==> src/rtl/rv_ctrl_pkg.sv <==
// Shared encodings for the multi-cycle RV32I control path.
package rv_ctrl_pkg;

  localparam logic [6:0] OP_LOAD   = 7'b0000011;
  localparam logic [6:0] OP_STORE  = 7'b0100011;
  localparam logic [6:0] OP_RTYPE  = 7'b0110011;
  localparam logic [6:0] OP_ITYPE  = 7'b0010011;
  localparam logic [6:0] OP_BRANCH = 7'b1100011;
  localparam logic [6:0] OP_JAL    = 7'b1101111;
  localparam logic [6:0] OP_JALR   = 7'b1100111;
  localparam logic [6:0] OP_LUI    = 7'b0110111;

  typedef enum logic [3:0] {
    S_FETCH, S_DECODE, S_MEMADR, S_MEMREAD, S_MEMWB, S_MEMWRITE, S_EXECR,
    S_EXECI, S_LUI, S_ALUWB, S_BRANCH, S_JAL, S_JALR, S_JALRPC
  } state_t;

  typedef enum logic [2:0] {
    ALU_ADD  = 3'b000,
    ALU_SUB  = 3'b001,
    ALU_AND  = 3'b010,
    ALU_OR   = 3'b011,
    ALU_XOR  = 3'b100,
    ALU_SLT  = 3'b101,
    ALU_SLTU = 3'b110
  } alu_ctrl_t;

  typedef enum logic [2:0] {
    IMM_I = 3'b000,
    IMM_S = 3'b001,
    IMM_B = 3'b010,
    IMM_J = 3'b011,
    IMM_U = 3'b100
  } imm_src_t;

  typedef enum logic [1:0] {
    RES_ALUOUT    = 2'b00,
    RES_DATA      = 2'b01,
    RES_ALURESULT = 2'b10
  } result_src_t;

  typedef enum logic [1:0] {
    SRCA_PC    = 2'b00,
    SRCA_OLDPC = 2'b01,
    SRCA_RS1   = 2'b10,
    SRCA_ZERO  = 2'b11
  } src_a_t;

  typedef enum logic [1:0] {
    SRCB_RS2  = 2'b00,
    SRCB_IMM  = 2'b01,
    SRCB_FOUR = 2'b10
  } src_b_t;

  // Which flavour of ALU operation the current state needs.
  typedef enum logic [1:0] {
    CLS_ADD, CLS_R, CLS_I, CLS_BR
  } alu_class_t;

endpackage

==> src/rtl/mc_alu_op_decoder.sv <==
// Maps funct3/funct7[5] and the state class onto the ALU operation.
module mc_alu_op_decoder
  import rv_ctrl_pkg::*;
(
  input  alu_class_t  alu_class,
  input  logic [2:0]  funct3,
  input  logic        funct7_5,
  output logic [2:0]  alu_control,
  output logic        unsigned_sig
);

  // R/I use funct3 directly; branches compare with sub or slt/sltu.
  always_comb begin
    alu_control  = ALU_ADD;
    unsigned_sig = 1'b0;
    case (alu_class)
      CLS_R, CLS_I: begin
        unsigned_sig = (funct3 == 3'b011);
        case (funct3)
          3'b000:  alu_control = (alu_class == CLS_R && funct7_5) ? ALU_SUB : ALU_ADD;
          3'b010:  alu_control = ALU_SLT;
          3'b011:  alu_control = ALU_SLTU;
          3'b100:  alu_control = ALU_XOR;
          3'b110:  alu_control = ALU_OR;
          3'b111:  alu_control = ALU_AND;
          default: alu_control = ALU_ADD;
        endcase
      end
      CLS_BR: begin
        unsigned_sig = funct3[1];
        if (funct3[2:1] == 2'b00) alu_control = ALU_SUB;
        else if (funct3[1])       alu_control = ALU_SLTU;
        else                      alu_control = ALU_SLT;
      end
      default: ;
    endcase
  end

endmodule

==> src/rtl/multi_cycle_controller.sv <==
// Sequencing FSM for the multi-cycle RV32I core with shared-memory handshake.
module multi_cycle_controller
  import rv_ctrl_pkg::*;
#(
  parameter bit MEM_WAIT_EN = 1'b1
) (
  input  logic       clk,
  input  logic       rst,
  input  logic [6:0] op,
  input  logic [2:0] funct3,
  input  logic [6:0] funct7,
  input  logic       zero,
  input  logic       lt,
  input  logic       mem_ready,
  output logic       pc_write,
  output logic       adr_src,
  output logic       mem_write,
  output logic       ir_write,
  output logic [1:0] result_src,
  output logic [1:0] alu_src_a,
  output logic [1:0] alu_src_b,
  output logic [2:0] alu_control,
  output logic [2:0] imm_src,
  output logic       reg_write,
  output logic       unsigned_sig,
  output logic       illegal
);

  state_t     state_q, state_d, dec_state;
  alu_class_t alu_class;
  logic       ready, branch_taken;
  logic       pc_w, ir_w, mem_w, reg_w, ill;
  logic       unused_funct7;

  assign unused_funct7 = ^{funct7[6], funct7[4:0]};
  assign ready         = mem_ready | ~MEM_WAIT_EN;
  // During reset the selects show FETCH regardless of the stale state.
  assign dec_state     = rst ? S_FETCH : state_q;

  // ALU class selected by state so the decoder only sees meaningful fields.
  always_comb begin
    case (dec_state)
      S_EXECR:  alu_class = CLS_R;
      S_EXECI:  alu_class = CLS_I;
      S_BRANCH: alu_class = CLS_BR;
      default:  alu_class = CLS_ADD;
    endcase
  end

  mc_alu_op_decoder u_alu_dec (
    .alu_class    (alu_class),
    .funct3       (funct3),
    .funct7_5     (funct7[5]),
    .alu_control  (alu_control),
    .unsigned_sig (unsigned_sig)
  );

  // Branch condition from funct3 and the ALU flags; 010/011 never branch.
  always_comb begin
    case (funct3)
      3'b000:         branch_taken = zero;
      3'b001:         branch_taken = ~zero;
      3'b100, 3'b110: branch_taken = lt;
      3'b101, 3'b111: branch_taken = ~lt;
      default:        branch_taken = 1'b0;
    endcase
  end

  // Per-state output decode and next-state selection.
  always_comb begin
    state_d    = dec_state;
    adr_src    = 1'b0;
    result_src = RES_ALUOUT;
    alu_src_a  = SRCA_PC;
    alu_src_b  = SRCB_RS2;
    imm_src    = IMM_I;
    pc_w       = 1'b0;
    ir_w       = 1'b0;
    mem_w      = 1'b0;
    reg_w      = 1'b0;
    ill        = 1'b0;
    case (dec_state)
      S_FETCH: begin
        alu_src_b  = SRCB_FOUR;
        result_src = RES_ALURESULT;
        if (ready) begin
          ir_w    = 1'b1;
          pc_w    = 1'b1;
          state_d = S_DECODE;
        end
      end
      S_DECODE: begin
        alu_src_a = SRCA_OLDPC;
        alu_src_b = SRCB_IMM;
        imm_src   = IMM_B;
        case (op)
          OP_LOAD, OP_STORE: state_d = S_MEMADR;
          OP_RTYPE:          state_d = S_EXECR;
          OP_ITYPE:          state_d = S_EXECI;
          OP_BRANCH:         state_d = S_BRANCH;
          OP_JAL:            state_d = S_JAL;
          OP_JALR:           state_d = S_JALR;
          OP_LUI:            state_d = S_LUI;
          default: begin
            state_d = S_FETCH;
            ill     = 1'b1;
          end
        endcase
      end
      S_MEMADR: begin
        alu_src_a = SRCA_RS1;
        alu_src_b = SRCB_IMM;
        imm_src   = (op == OP_STORE) ? IMM_S : IMM_I;
        state_d   = (op == OP_STORE) ? S_MEMWRITE : S_MEMREAD;
      end
      S_MEMREAD: begin
        adr_src = 1'b1;
        if (ready) state_d = S_MEMWB;
      end
      S_MEMWB: begin
        result_src = RES_DATA;
        reg_w      = 1'b1;
        state_d    = S_FETCH;
      end
      S_MEMWRITE: begin
        adr_src = 1'b1;
        mem_w   = 1'b1;
        if (ready) state_d = S_FETCH;
      end
      S_EXECR: begin
        alu_src_a = SRCA_RS1;
        alu_src_b = SRCB_RS2;
        state_d   = S_ALUWB;
      end
      S_EXECI: begin
        alu_src_a = SRCA_RS1;
        alu_src_b = SRCB_IMM;
        imm_src   = IMM_I;
        state_d   = S_ALUWB;
      end
      S_LUI: begin
        alu_src_a = SRCA_ZERO;
        alu_src_b = SRCB_IMM;
        imm_src   = IMM_U;
        state_d   = S_ALUWB;
      end
      S_ALUWB: begin
        reg_w   = 1'b1;
        state_d = S_FETCH;
      end
      S_BRANCH: begin
        alu_src_a = SRCA_RS1;
        alu_src_b = SRCB_RS2;
        pc_w      = branch_taken;
        state_d   = S_FETCH;
      end
      S_JAL: begin
        alu_src_a = SRCA_OLDPC;
        alu_src_b = SRCB_FOUR;
        pc_w      = 1'b1;
        state_d   = S_ALUWB;
      end
      S_JALR: begin
        alu_src_a = SRCA_RS1;
        alu_src_b = SRCB_IMM;
        imm_src   = IMM_I;
        state_d   = S_JALRPC;
      end
      S_JALRPC: begin
        alu_src_a = SRCA_OLDPC;
        alu_src_b = SRCB_FOUR;
        pc_w      = 1'b1;
        state_d   = S_ALUWB;
      end
      default: state_d = S_FETCH;
    endcase
  end

  // Write strobes are suppressed for the whole reset cycle.
  assign pc_write  = pc_w  & ~rst;
  assign ir_write  = ir_w  & ~rst;
  assign mem_write = mem_w & ~rst;
  assign reg_write = reg_w & ~rst;
  assign illegal   = ill   & ~rst;

  // State register.
  always_ff @(posedge clk) begin
    if (rst) state_q <= S_FETCH;
    else     state_q <= state_d;
  end

endmodule

==> config.mk <==
export PLATFORM = sky130hd
export DESIGN_NAME = multi_cycle_controller
export DESIGN_NICKNAME = d
export VERILOG_FILES = /design/src/rtl/rv_ctrl_pkg.sv /design/src/rtl/mc_alu_op_decoder.sv /design/src/rtl/multi_cycle_controller.sv
export SDC_FILE = /design/constraint.sdc
export NUM_CORES = 1
export LEC_CHECK = 0
export ABC_AREA = 1
export ABC_CLOCK_PERIOD_IN_PS = 4300
export CAP_MARGIN = 20
export CORE_UTILIZATION = 41
export DETAILED_ROUTE_END_ITERATION = 16
export GPL_ROUTABILITY_DRIVEN = 0
export PLACE_DENSITY = 0.84
export RECOVER_POWER = 25
export SLEW_MARGIN = 20
export SYNTH_ARGS = -nofsm -noshare
export SYNTH_HDL_FRONTEND = slang
export SYNTH_SLANG_ARGS = --single-unit
==> constraint.sdc <==
create_clock -name clk -period 4.3 [get_ports clk]
set_clock_uncertainty 0.05 [all_clocks]
set_input_delay 0.86 -clock clk [delete_from_list [all_inputs] [get_ports clk]]
set_output_delay 0.86 -clock clk [all_outputs]
set_load 0.005 [all_outputs]
==> flow_metrics.py, run 1 <==
metrics = {
    "run_status": {
        "outcome": "finished, final reports clean",
    },
    "yosys": {
        "synthFlopType": "dfxtp_1",
        "ys_seq_area_share_pct": 10.7,
        "syn_nets": 163,
        "syn-instance-count": 138,
        "yosysTopAreaCell": "nand2_1",
        "synth_seq_cells": 4,
        "netlist_top_cells_area": "nand2_1 (19%), nor2_1 (11%), dfxtp_1 (11%)",
        "syn_avg_cell_area_sq_um": 5.43,
        "synth_async_sr_flop_share_pct": 0,
        "yosysMostFrequentCell": "nand2_1",
        "synth_edf_count": 0,
        "synth_top_area_share_pct": 19.0,
        "yosysWarnings": 0,
        "synthTopCellsByCount": "nand2_1 (38), nor2_1 (22), inv_1 (18)",
        "synth.cell_area_sq_um": 749,
        "synth_cell_types": 25,
    },
    "critical_path": {
        "crit_type": "in -> out",
        "critPathArrivalTime_ns": 2.95,
        "reg2reg_from": "state_q[1]$_SDFF_PP0_",
        "r2r_end": "state_q[2]$_SDFF_PP0_",
        "critPathRequiredTime_ns": 3.39,
        "start_kind": "input pin",
        "crit_fanout": 8,
        "reg2reg_depth": 6,
        "crit_path_end_kind": "primary output",
        "rrSetupSlack_ns": 3.00,
    },
    "sta": {
        "min_period_ns": 3.86,
        "slew_viol_final": 0,
        "hold_viol": 0,
        "hold_ws_ns": 0.699,
        "rsz0062_at_grt": "no",
        "setup_viol": 0,
        "finalWorstSetupSlack_ns": 0.435,
        "worst_pin_slew_ns": 0.245,
        "fin_setup_tns_ns": 0,
        "slew_headroom_pct": 83.5,
        "fin_crit_sh_pct": 89.9,
        "max_freq_mhz": 259,
    },
    "detailed_routing": {
        "remaining_drc_errors": 0,
        "first_pass_iters": 6,
        "via_per_inst": 4.84,
        "drt-total-wl_microns": 1930,
        "wl_per_cell_microns": 9.60,
        "ant_nets": 0,
        "vias": 973,
        "drt_iter0_drc": 18,
    },
    "clocking": {
        "cts_tree": "done",
        "cts.sinks": 4,
        "clock_path_buffers": 2,
        "clkSlewWorstSetupHoldPaths_ns": 0.03,
        "clkLatencyLatePin_ns": 0.24,
        "cts_made_buffers": 3,
        "cts_max_level": 1,
        "cts_hold_buffers": 0,
        "cts_root_buffer": "clkbuf_4",
    },
    "place": {
        "place_ws_ns": 0.0127,
        "dpl-instance-area_sq_mm": 0.00112,
        "port_buffers": 34,
        "place_hpwl_microns": 1600,
    },
    "layout": {
        "syn_to_final_growth_pct": 53.4,
        "top_register": "state_q",
        "final_area_sq_mm": 0.00115,
        "nNetsFinal": 203,
        "layout_top_registers": "state_q (4)",
        "largest_reg_flops": 4,
        "drive_gt1_share_pct": 13.1,
        "antennaDiodeCount": 0,
    },
    "hold_path": {
        "min_from": "state_q[1]$_SDFF_PP0_",
        "hp-class": "reg -> reg",
        "whs_endpoint": "state_q[1]$_SDFF_PP0_",
        "worstHoldPathCells": 4,
    },
    "grt": {
        "grt_max_degree": 9,
        "grt_pass1_wl_microns": 3080,
        "antenna_found_initial": 0,
        "grt_usage_pct": 20.1,
        "grt_pass1_vias": 815,
        "overflow": 0,
    },
    "power": {
        "power_mw": 0.133,
        "ir_drop_uv": 146,
        "p_per_area_mw_per_mm2": 116,
        "p_leak_nw": 0.576,
    },
    "floorplanning": {
        "ioPinCount": 41,
        "fp.dieW_microns": 44.8,
        "core_area_sq_mm": 0.00173,
        "initial_core_util_pct": 43.4,
        "die_area_sq_mm": 0.00200,
        "dieHeight_microns": 44.8,
        "rows": 15,
    },
    "run": {
        "max-cap-violations": 0,
    },
}
-- cell usage in the layout (no fill, tap or decap), types with 2 or more instances in the layout --
| cell | n |
|---|---|
| o21ai_0 | 8 |
| nor3_1 | 4 |
| nor2_4 | 2 |
| nor2_1 | 22 |
| clkbuf_4 | 3 |
| a21oi_1 | 4 |
| nand2_2 | 3 |
| nand2_1 | 38 |
| o22ai_1 | 2 |
| dfxtp_1 | 4 |
| ha_1 | 3 |
| nand3_1 | 10 |
| dlygate4sd3_1 | 2 |
| inv_2 | 4 |
| inv_1 | 18 |
| nor2_2 | 3 |
| clkdlybuf4s50_1 | 31 |
-- metal layers --
layer  wire, microns  up-vias  track usage, %  part of all wire, %
li1                -      511               -                    -
met5               0        -               0                    0
met3             119        0            4.00                  6.2
met2             974       38            37.9                   50
met4               0        0            3.64                    0
met1             836      424            23.5                   43
-- per-stage QoR --
| step | instances | utilization, % |
|---|---|---|
| global placement | 197 | 64.9 |
| global route | 201 | 66.6 |
| floorplan | 138 | - |
| finish | 201 | 66.6 |
| CTS | 200 | 66.2 |
| detailed placement | 197 | 64.9 |
-- cells by family after synthesis --
logic type | count (synthesis) | share of synthesized area (%)
xor gates and xnor gates | 1 | 1.17
DFF | 4 | 10.7
adders and majority gates | 3 | 5.01
and+or+nand+nor | 87 | 54.4
AOI/OAI and AO/OA | 20 | 16.9
buffers and inverters | 23 | 11.9
-- worst max-delay path, cell delays in order --
cell	delay [ns]
clkbuf_1	0.17
inv_4	0.10
nand2_2	0.10
nand3_1	0.11
nor3_2	0.23
nor2_1	0.12
ha_1	0.28
inv_1	0.09
nand2_1	0.07
inv_1	0.08
o21ai_0	0.09
a21oi_1	0.13
clkdlybuf4s50_1	0.51
-- cell type report --
class / instances / area (sq um)
multi-input combinational: 111 / 586
fill: 177 / 577
timing repair buffer: 35 / 342
inverter: 23 / 88.8
sequential: 4 / 80.1
tap: 25 / 31.3
clock buffer: 3 / 22.5
-- worst max path at each step --
stage | slack [ns] | start | cells after the start | end
5_1_grt | 0.27 | rst | 13 | alu_control[1]
4_1_cts | 0.009 | rst | 13 | alu_control[1]
3_3_place_gp | 0.1 | rst | 13 | alu_control[0]
3_5_place_dp | 0.01 | rst | 13 | alu_control[1]
2_1_floorplan | 1.34 | rst | 12 | alu_control[1]
6_report | 0.44 | rst | 13 | alu_control[1]
-- power by group --
group | total [mW] | leakage (nW) | internal, mW | switching, mW
registers | 0.0392 | 0.0325 | 0.0381 | 0.00114
clock network | 0.0477 | 0.0138 | 0.0313 | 0.0164
logic | 0.0462 | 0.530 | 0.0248 | 0.0215
-- timing repair --
item                       4_1_cts  5_1_grt
gates resized for setup          0        3
setup endpoints to repair        0        4
setup buffers                    0        1
Note: power is estimated with default switching activity, not from simulation.
==> run 2: changes to the inputs <==
Settings changed: SKIP_LAST_GASP set to 1.
==> results of run 2 <==
Final layout, timing and power as in run 1 (identical DEF).
